`config.mk`:
```
export PLATFORM = sky130hd
export DESIGN_NAME = mem_arbiter_flat
export DESIGN_NICKNAME = d
export VERILOG_FILES = /design/src/rtl/mem_arbiter_pkg.sv /design/src/rtl/mem_arbiter_if.sv /design/src/rtl/mem_arbiter_arb_sat_counter.sv /design/src/rtl/mem_arbiter.sv /design/src/flat_wrapper.sv
export SDC_FILE = /design/constraint.sdc
export NUM_CORES = 1
export LEC_CHECK = 0
export BUFFER_PORTS_ARGS = -buffer_cell sky130_fd_sc_hd__buf_2
export CORE_ASPECT_RATIO = 1.1
export CORE_MARGIN = 2
export CORE_UTILIZATION = 49
export DETAILED_ROUTE_END_ITERATION = 10
export PLACE_DENSITY = 0.93
export SLEW_MARGIN = 30
export SYNTH_ARGS = -nofsm -noshare
export SYNTH_HDL_FRONTEND = slang
export SYNTH_SLANG_ARGS = --single-unit
```
`constraint.sdc`:
```
create_clock -name clk -period 4.1 [get_ports clk]
set_input_delay 0.41 -clock clk [delete_from_list [all_inputs] [get_ports clk]]
set_output_delay 0.41 -clock clk [all_outputs]
set_load 0.01 [all_outputs]
```
`src/rtl/mem_arbiter_pkg.sv`:
```
// Shared types and constants for the unified-memory arbiter.
// The optional stall counters are enabled by defining MEM_ARB_PERF_EN.
package mem_arbiter_pkg;

    localparam int ADDR_W_DEF = 16;
    localparam int DATA_W_DEF = 16;
    localparam int PERF_CNT_W = 16;

    typedef enum logic [1:0] {
        IDLE   = 2'd0,
        BUSY_I = 2'd1,
        BUSY_D = 2'd2
    } arb_state_t;

endpackage

```
`src/rtl/mem_arbiter_if.sv`:
```
// Bundle of fetch, data and memory-side signals shared by the arbiter and its environment.
// Handshake: x_req is a level held until x_done (or, for fetch, a flush); x_done and
// mem_rdy are single-cycle pulses; mem_en is a single-cycle start pulse, one transaction at a time.
interface mem_arbiter_if
    import mem_arbiter_pkg::*;
#(
    parameter int ADDR_W = ADDR_W_DEF,
    parameter int DATA_W = DATA_W_DEF
);
    logic              i_req;
    logic [ADDR_W-1:0] i_addr;
    logic [DATA_W-1:0] i_rdata;
    logic              i_done;
    logic              if_stall;

    logic              d_req;
    logic              d_we;
    logic [ADDR_W-1:0] d_addr;
    logic [DATA_W-1:0] d_wdata;
    logic [DATA_W-1:0] d_rdata;
    logic              d_done;
    logic              mem_stall;

    logic              mem_en;
    logic              mem_we;
    logic [ADDR_W-1:0] mem_addr;
    logic [DATA_W-1:0] mem_wdata;
    logic [DATA_W-1:0] mem_rdata;
    logic              mem_rdy;

    // Arbiter side.
    modport master (
        input  i_req, i_addr, d_req, d_we, d_addr, d_wdata, mem_rdata, mem_rdy,
        output i_rdata, i_done, if_stall, d_rdata, d_done, mem_stall,
        output mem_en, mem_we, mem_addr, mem_wdata
    );

    // Pipeline and memory side.
    modport slave (
        output i_req, i_addr, d_req, d_we, d_addr, d_wdata, mem_rdata, mem_rdy,
        input  i_rdata, i_done, if_stall, d_rdata, d_done, mem_stall,
        input  mem_en, mem_we, mem_addr, mem_wdata
    );

endinterface

```
`src/rtl/mem_arbiter_arb_sat_counter.sv`:
```
// Saturating up-counter with synchronous clear; used for the optional stall statistics.
module arb_sat_counter
    import mem_arbiter_pkg::*;
#(
    parameter int W = PERF_CNT_W
) (
    input  logic         clk,
    input  logic         clr,
    input  logic         inc,
    output logic [W-1:0] count
);

    always_ff @(posedge clk) begin
        if (clr) begin
            count <= '0;
        end else if (inc && (count != {W{1'b1}})) begin
            count <= count + 1'b1;
        end
    end

endmodule

```
`src/rtl/mem_arbiter.sv`:
```
// Arbiter sharing one single-port memory between instruction fetch and data access.
// Define MEM_ARB_PERF_EN to add saturating per-requester stall counters.
module mem_arbiter
    import mem_arbiter_pkg::*;
#(
    parameter int ADDR_W = ADDR_W_DEF,
    parameter int DATA_W = DATA_W_DEF
) (
    input  logic          clk,
    input  logic          rst,
    mem_arbiter_if.master bus,
    output arb_state_t    state_dbg
`ifdef MEM_ARB_PERF_EN
    ,
    output logic [PERF_CNT_W-1:0] i_stall_cnt,
    output logic [PERF_CNT_W-1:0] d_stall_cnt
`endif
);

    arb_state_t        state_q, state_d;
    logic              last_d_q, last_d_d;
    logic              i_flush_q, i_flush_d;

    logic              mem_en_q, mem_en_d;
    logic              mem_we_q, mem_we_d;
    logic [ADDR_W-1:0] mem_addr_q, mem_addr_d;
    logic [DATA_W-1:0] mem_wdata_q, mem_wdata_d;
    logic              i_done_q, i_done_d;
    logic              d_done_q, d_done_d;
    logic [DATA_W-1:0] i_rdata_q, i_rdata_d;
    logic [DATA_W-1:0] d_rdata_q, d_rdata_d;

    logic              i_elig, d_elig;
    logic              if_stall, mem_stall;

    // A requester whose done pulse is showing this cycle is masked so it cannot re-grant on stale req.
    assign i_elig = bus.i_req & ~i_done_q;
    assign d_elig = bus.d_req & ~d_done_q;

    always_comb begin
        state_d     = state_q;
        last_d_d    = last_d_q;
        i_flush_d   = i_flush_q;
        mem_en_d    = 1'b0;
        mem_we_d    = mem_we_q;
        mem_addr_d  = mem_addr_q;
        mem_wdata_d = mem_wdata_q;
        i_done_d    = 1'b0;
        d_done_d    = 1'b0;
        i_rdata_d   = i_rdata_q;
        d_rdata_d   = d_rdata_q;

        case (state_q)
            IDLE: begin
                i_flush_d = 1'b0;
                if (i_elig && (!d_elig || last_d_q)) begin
                    state_d    = BUSY_I;
                    last_d_d   = 1'b0;
                    mem_en_d   = 1'b1;
                    mem_we_d   = 1'b0;
                    mem_addr_d = bus.i_addr;
                end else if (d_elig) begin
                    state_d     = BUSY_D;
                    last_d_d    = 1'b1;
                    mem_en_d    = 1'b1;
                    mem_we_d    = bus.d_we;
                    mem_addr_d  = bus.d_addr;
                    mem_wdata_d = bus.d_wdata;
                end
            end
            BUSY_I: begin
                // Once the fetch is dropped it stays dropped for this transaction.
                if (!bus.i_req) begin
                    i_flush_d = 1'b1;
                end
                if (bus.mem_rdy) begin
                    state_d = IDLE;
                    if (bus.i_req && !i_flush_q) begin
                        i_rdata_d = bus.mem_rdata;
                        i_done_d  = 1'b1;
                    end
                end
            end
            BUSY_D: begin
                if (bus.mem_rdy) begin
                    state_d  = IDLE;
                    d_done_d = 1'b1;
                    if (!mem_we_q) begin
                        d_rdata_d = bus.mem_rdata;
                    end
                end
            end
            default: begin
                state_d = IDLE;
            end
        endcase
    end

    always_ff @(posedge clk) begin
        if (rst) begin
            state_q   <= IDLE;
            last_d_q  <= 1'b0;
            i_flush_q <= 1'b0;
        end else begin
            state_q   <= state_d;
            last_d_q  <= last_d_d;
            i_flush_q <= i_flush_d;
        end
    end

    always_ff @(posedge clk) begin
        if (rst) begin
            mem_en_q    <= 1'b0;
            mem_we_q    <= 1'b0;
            mem_addr_q  <= '0;
            mem_wdata_q <= '0;
            i_done_q    <= 1'b0;
            d_done_q    <= 1'b0;
            i_rdata_q   <= '0;
            d_rdata_q   <= '0;
        end else begin
            mem_en_q    <= mem_en_d;
            mem_we_q    <= mem_we_d;
            mem_addr_q  <= mem_addr_d;
            mem_wdata_q <= mem_wdata_d;
            i_done_q    <= i_done_d;
            d_done_q    <= d_done_d;
            i_rdata_q   <= i_rdata_d;
            d_rdata_q   <= d_rdata_d;
        end
    end

    assign if_stall  = bus.i_req & ~i_done_q;
    assign mem_stall = bus.d_req & ~d_done_q;

    assign bus.if_stall  = if_stall;
    assign bus.mem_stall = mem_stall;
    assign bus.mem_en    = mem_en_q;
    assign bus.mem_we    = mem_we_q;
    assign bus.mem_addr  = mem_addr_q;
    assign bus.mem_wdata = mem_wdata_q;
    assign bus.i_done    = i_done_q;
    assign bus.d_done    = d_done_q;
    assign bus.i_rdata   = i_rdata_q;
    assign bus.d_rdata   = d_rdata_q;
    assign state_dbg     = state_q;

`ifdef MEM_ARB_PERF_EN
    arb_sat_counter #(.W(PERF_CNT_W)) u_i_stall_cnt (
        .clk   (clk),
        .clr   (rst),
        .inc   (if_stall),
        .count (i_stall_cnt)
    );

    arb_sat_counter #(.W(PERF_CNT_W)) u_d_stall_cnt (
        .clk   (clk),
        .clr   (rst),
        .inc   (mem_stall),
        .count (d_stall_cnt)
    );
`endif

endmodule

```
`src/flat_wrapper.sv`:
```
// flat-port wrapper written by rule: the top's interface ports become plain ports
module mem_arbiter_flat import mem_arbiter_pkg::*;
#(
    parameter int ADDR_W = ADDR_W_DEF,
    parameter int DATA_W = DATA_W_DEF
)
  (clk, rst, state_dbg, bus_i_req, bus_i_addr, bus_d_req, bus_d_we, bus_d_addr, bus_d_wdata, bus_mem_rdata, bus_mem_rdy, bus_i_rdata, bus_i_done, bus_if_stall, bus_d_rdata, bus_d_done, bus_mem_stall, bus_mem_en, bus_mem_we, bus_mem_addr, bus_mem_wdata);
  mem_arbiter_if #(.ADDR_W(ADDR_W), .DATA_W(DATA_W)) bus_i ();
  input  logic clk;
  input  logic rst;
  output arb_state_t state_dbg;
  input wire logic [$bits(bus_i.i_req)-1:0] bus_i_req;
  input wire logic [$bits(bus_i.i_addr)-1:0] bus_i_addr;
  input wire logic [$bits(bus_i.d_req)-1:0] bus_d_req;
  input wire logic [$bits(bus_i.d_we)-1:0] bus_d_we;
  input wire logic [$bits(bus_i.d_addr)-1:0] bus_d_addr;
  input wire logic [$bits(bus_i.d_wdata)-1:0] bus_d_wdata;
  input wire logic [$bits(bus_i.mem_rdata)-1:0] bus_mem_rdata;
  input wire logic [$bits(bus_i.mem_rdy)-1:0] bus_mem_rdy;
  output wire logic [$bits(bus_i.i_rdata)-1:0] bus_i_rdata;
  output wire logic [$bits(bus_i.i_done)-1:0] bus_i_done;
  output wire logic [$bits(bus_i.if_stall)-1:0] bus_if_stall;
  output wire logic [$bits(bus_i.d_rdata)-1:0] bus_d_rdata;
  output wire logic [$bits(bus_i.d_done)-1:0] bus_d_done;
  output wire logic [$bits(bus_i.mem_stall)-1:0] bus_mem_stall;
  output wire logic [$bits(bus_i.mem_en)-1:0] bus_mem_en;
  output wire logic [$bits(bus_i.mem_we)-1:0] bus_mem_we;
  output wire logic [$bits(bus_i.mem_addr)-1:0] bus_mem_addr;
  output wire logic [$bits(bus_i.mem_wdata)-1:0] bus_mem_wdata;
  assign bus_i.i_req = bus_i_req;
  assign bus_i.i_addr = bus_i_addr;
  assign bus_i.d_req = bus_d_req;
  assign bus_i.d_we = bus_d_we;
  assign bus_i.d_addr = bus_d_addr;
  assign bus_i.d_wdata = bus_d_wdata;
  assign bus_i.mem_rdata = bus_mem_rdata;
  assign bus_i.mem_rdy = bus_mem_rdy;
  assign bus_i_rdata = bus_i.i_rdata;
  assign bus_i_done = bus_i.i_done;
  assign bus_if_stall = bus_i.if_stall;
  assign bus_d_rdata = bus_i.d_rdata;
  assign bus_d_done = bus_i.d_done;
  assign bus_mem_stall = bus_i.mem_stall;
  assign bus_mem_en = bus_i.mem_en;
  assign bus_mem_we = bus_i.mem_we;
  assign bus_mem_addr = bus_i.mem_addr;
  assign bus_mem_wdata = bus_i.mem_wdata;
  mem_arbiter #(.ADDR_W(ADDR_W), .DATA_W(DATA_W)) u_core (.clk(clk), .rst(rst), .bus(bus_i), .state_dbg(state_dbg));
endmodule
```
# Yosys cells after proc, flatten, opt, wreduce, memory -nomap -nowiden
# Cells that the tools add are included.
# totals
output_inout_bits	72
in_bits	70
regBits	72
# op_classes
n_eq_ne	5
muxes	16
n_reduce_logical	18
bitwise_logic	10
# ops
cell	n
$mux W16	2
$mux W1	9
$reduce_and A3 Y1	3
$not A1 Y1	8
$mux W2	3
$reduce_and A2 Y1	3
$reduce_or A2 Y1	3
$pmux W2 S2	1
$reduce_bool A2 Y1	2
$ne A3 B1 Y1 const B	1
$reduce_or A3 Y1	1
$and A1 B1 Y1	2
$eq A2 B1 Y1 const B	1
$eq A2 B2 Y1 const B	1
$logic_and A1 B1 Y1	2
$logic_not A1 Y1	2
$logic_not A2 Y1	1
$ne A2 B1 Y1 const B	1
$ne A2 B2 Y1 const B	1
$pmux W1 S2	1
$logic_or A1 B1 Y1	1

# Logic depth before layout (Yosys ltp)
# logic_depth
depth_word	7
ltp_mapped	8
mapped_depth_nobuf	6

# Worst setup path after synthesis
# Ideal clock, no wire load.
# synth_timing
kind	flip-flop to flip-flop
startpoint	reg u_core.state_q[0], in the netlist u_core.state_dbg[0]
endpoint	reg u_core.mem_wdata_q[10], in the netlist u_core.bus.mem_wdata[10]
required_ns	3.972
setup_time_ns	0.128
period_less_slack_ns	1.545
stages_incl_launch_ff	9
slack_ns	2.555
arrival_time_ns	1.417
cell_sequence	dfxtp_1 inv_1 ha_1 inv_1 a211oi_2 buf_6 buf_8 mux2i_1 nor2_1
# synth_between
elab_chain_cells	2
# synth_lines
element	line_no	source
from (decl)	mem_arbiter.sv:20	arb_state_t state_q, state_d;
from (signal assigned)	mem_arbiter.sv:105	state_q <= state_d;
$logic_not A2 Y1	mem_arbiter.sv:53	case (state_q)
$reduce_and A3 Y1 (no source line)	n/a	
to (signal assigned)	mem_arbiter.sv:125	mem_wdata_q <= mem_wdata_d;
to (decl)	mem_arbiter.sv:27	logic [DATA_W-1:0] mem_wdata_q, mem_wdata_d;
# Every way passes these cells.
# A chain may end at the register's enable or synchronous reset.

# Worst setup path after layout
# layout_timing
startpoint	reg u_core.state_q[1], in the netlist u_core.state_dbg[1]
endpoint	reg u_core.mem_wdata_q[1], in the netlist u_core.bus.mem_wdata[1]
# The elaborated chain is that of the path after synthesis.

==> key figures <==
Run status
  • Outcome: finished, final reports clean

Floorplanning
  • Die height: 83.43 µm
  • I/O pins: 142
  • Die footprint: 6357 µm²
  • Row cnt: 28
  • DIE WIDTH: 76.21 µm
  • Core area: 5465 µm²
  • Starting density of the core: 51.42%

Timing
  • Setup_tns: 0 ns
  • Final hold violations: 0
  • Worst slew pin tran: 0.9293 ns
  • Hold_ws: 0.3159 ns
  • Final worst slack: 2.113 ns
  • Final worst path period share: 48.45%
  • Slew Limit Fails: 0
  • Unrepaired setup endpoints after global routing: no
  • Fmax: 0.5034 GHz
  • Final setup violation count: 0
  • Max_slew headroom: 38.05%
  • Skew final: 0.004931 ns
  • Final min period: 1.987 ns

Detailed routing
  • Initial drt markers: 83
  • Remaining routing DRC violations: 0
  • Vias per cell: 5.006
  • Pre-antenna DRT Iters: 4
  • DRT Wirelength: 6879 µm
  • Vias: 2678
  • ANT nets after route: 0
  • Routed len/inst: 12.86 µm

Place
  • DP Area: 3520 µm²
  • Final RePlAce weighted congestion: 0.7970
  • Pre-CTS setup slack: 2.111 ns
  • Detail Placement HPWL: 5016 µm
  • # port buffers: 141

Logic synthesis
  • Cells after Synth: 322
  • Netlist cell types: 31
  • Mapped cell area: 2810 µm²
  • Post-synth EDFFs: 0
  • Async S/R FF share, synth: 0%
  • Synthesis Warnings: 0
  • Prevailing post-synth register cell: dfxtp_1
  • Syn Area/Cell: 8.727 µm²
  • Syn Nets: 395
  • Share of the yosys chip area belonging to registers: 51.29%
  • Seq cells post-synth: 72

Critical path
  • Most frequent CP cell: inv_1
  • Reg2reg setup slack: 2.11 ns
  • CP max stage cell: a211oi_4
  • Crit path cell chain: inv_1, ha_1, inv_1, a211oi_4, buf_8, mux2i_1, nor2_1
  • CP required: 4.28 ns
  • Worst Reg-to-Reg Cells: 7
  • Top delay family on crit path: compound AO/OA/AOI/OAI gates
  • Setup crit end kind: register
  • Worst r2r src: u_core.state_dbg[1]
  • Crit path buffers/inverters: 3
  • End of the worst register-to-register path: u_core.bus.mem_wdata[1]
  • Critical path class: register to register
  • Arr. time, crit path: 2.17 ns
  • CP Max Fanout: 11
  • CP Launch Type: register
  • CP peak stage delay: 0.57 ns

Cells and area
  • Non-Filler Cell Area, Final: 3706 µm²
  • Area grow syn2layout: 31.88%
  • Most frequent cells in the layout: buf_2 (141), nand2_1 (82), dfxtp_1 (72)
  • Nets@finish: 528
  • Layout cells sized above 1: 38.70%
  • Most common cell after layout, fill and taps aside: buf_2
  • N_diodes: 0
  • Core Util, Final: 67.81%

Global route
  • Pin count of the biggest net entering global routing: 47
  • First-pass GRT wire length: 11350 µm
  • Vias in the first global route: 2592
  • Initial antenna violation count: 0
  • Total GRT Usage: 21.78%
  • GRT Residual Overflow: 0

Power
  • Max VDD drop: 0.0003047 V
  • Leakage power: 1.756 nW
  • PD cells: 440.4 nW/µm²

Clock tree
  • CTS Buf Count: 9
  • Post-CTS Hold Buffers: 0
  • Clock Tree Buf Depth: 2
  • Post-CTS Setup Repair Bufs: 0
  • CTS resizes: 0
  • CTS H-tree depth: 3
  • Worst-path clk slew: 0.07 ns
  • Clk sinks: 72
  • Clk Tree Root Cell: clkbuf_8
  • Clock Latency Late Sink: 0.33 ns
  • CTS tree: done

Worst hold path
  • Hold endpoint: u_core.bus.mem_addr[2]
  • WHS Path Cells: 3
  • Hold Crit Class: primary input to register
  • HP Start: bus_d_addr[2]

Job
  • Max_cap viols: 0
==> flip-flops by register name, summed over array words and instances (netlist names), 2 cells and up <==
| name | cells |
|---|---|
| u_core.bus.i_rdata | 16 |
| u_core.state_dbg | 2 |
| u_core.bus.d_rdata | 16 |
| u_core.bus.mem_addr | 16 |
| u_core.bus.mem_wdata | 16 |
==> metrics by stage <==
stage / total power, W / instances
global route: 0.001718 / 535
finish: 0.001632 / 535
CTS: 0.001648 / 535
floorplan: 0.001010 / 322
global placement: 0.001109 / 518
detailed placement: 0.001125 / 519
==> worst max path at each step <==
stage	from	endpoint	slack, ns	depth (start not counted)
global route	u_core.state_dbg[0]	u_core.bus.mem_wdata[15]	1.95	7
CTS	u_core.state_dbg[0]	u_core.bus.mem_wdata[1]	2.09	7
global placement	bus_i_req	u_core.bus.mem_wdata[5]	2.01	6
finish	u_core.state_dbg[1]	u_core.bus.mem_wdata[1]	2.11	7
detailed placement	bus_i_req	u_core.bus.mem_wdata[2]	2.11	7
floorplan	u_core.state_dbg[0]	u_core.bus.mem_wdata[10]	2.56	8
==> where the power goes <==
part	switching (W)	internal, W
logic	0.000187	0.000137
registers	0.0000289	0.000754
clock network	0.000249	0.000275
total	0.000465	0.00117
==> layout make-up <==
class | count | area, µm²
clock inverters | 7 | 62.56
well taps | 75 | 93.84
fillers | 486 | 1759
clock buffers | 9 | 123.9
inverters | 5 | 21.27
flip-flops and latches | 72 | 1441
repair buffers | 143 | 728.2
multi-input cells | 224 | 1235
==> worst register-to-register path, cell delays in order (launching register included) <==
cell and delay, ns:
dfxtp_1 0.33, inv_1 0.11, ha_1 0.22, inv_1 0.13, a211oi_4 0.57, buf_8 0.24
mux2i_1 0.20, nor2_1 0.05
==> cells by family (layout without fill, tap and decap cells) <==
logic type,Yosys count,in the layout,share of synthesized area [%]
muxes,16,16,5.699
and+or+nand+nor,129,129,18.66
AOI/OAI and AO/OA,76,76,17.90
adders and majority gates,3,3,1.336
buffers and inverters,26,164,5.120
DFF,72,72,51.29
==> metal layers <==
metal / vias to the layer above / part of all wire (%) / global-route usage, %
li1: 1333 / - / -
met1: 1225 / 40 / 24.76
met2: 110 / 52 / 39.50
met3: 10 / 6.6 / 4.348
met4: 0 / 1.6 / 9.091
met5: - / 0 / 0
==> Yosys cell counts, drive strengths merged (2+ instances only) <==
cell,count,area share [%]
a211oi,17,6.3
a21oi,51,9.5
buf,11,3.0
clkbuf,10,1.3
dfxtp,72,51
ha,3,1.3
inv,5,0.76
mux2i,16,5.7
nand2,82,11
nand2b,3,1.2
nor2,39,5.2
o21ai,3,0.80
o31ai,2,0.53
Power figures use the tool's default switching activity.
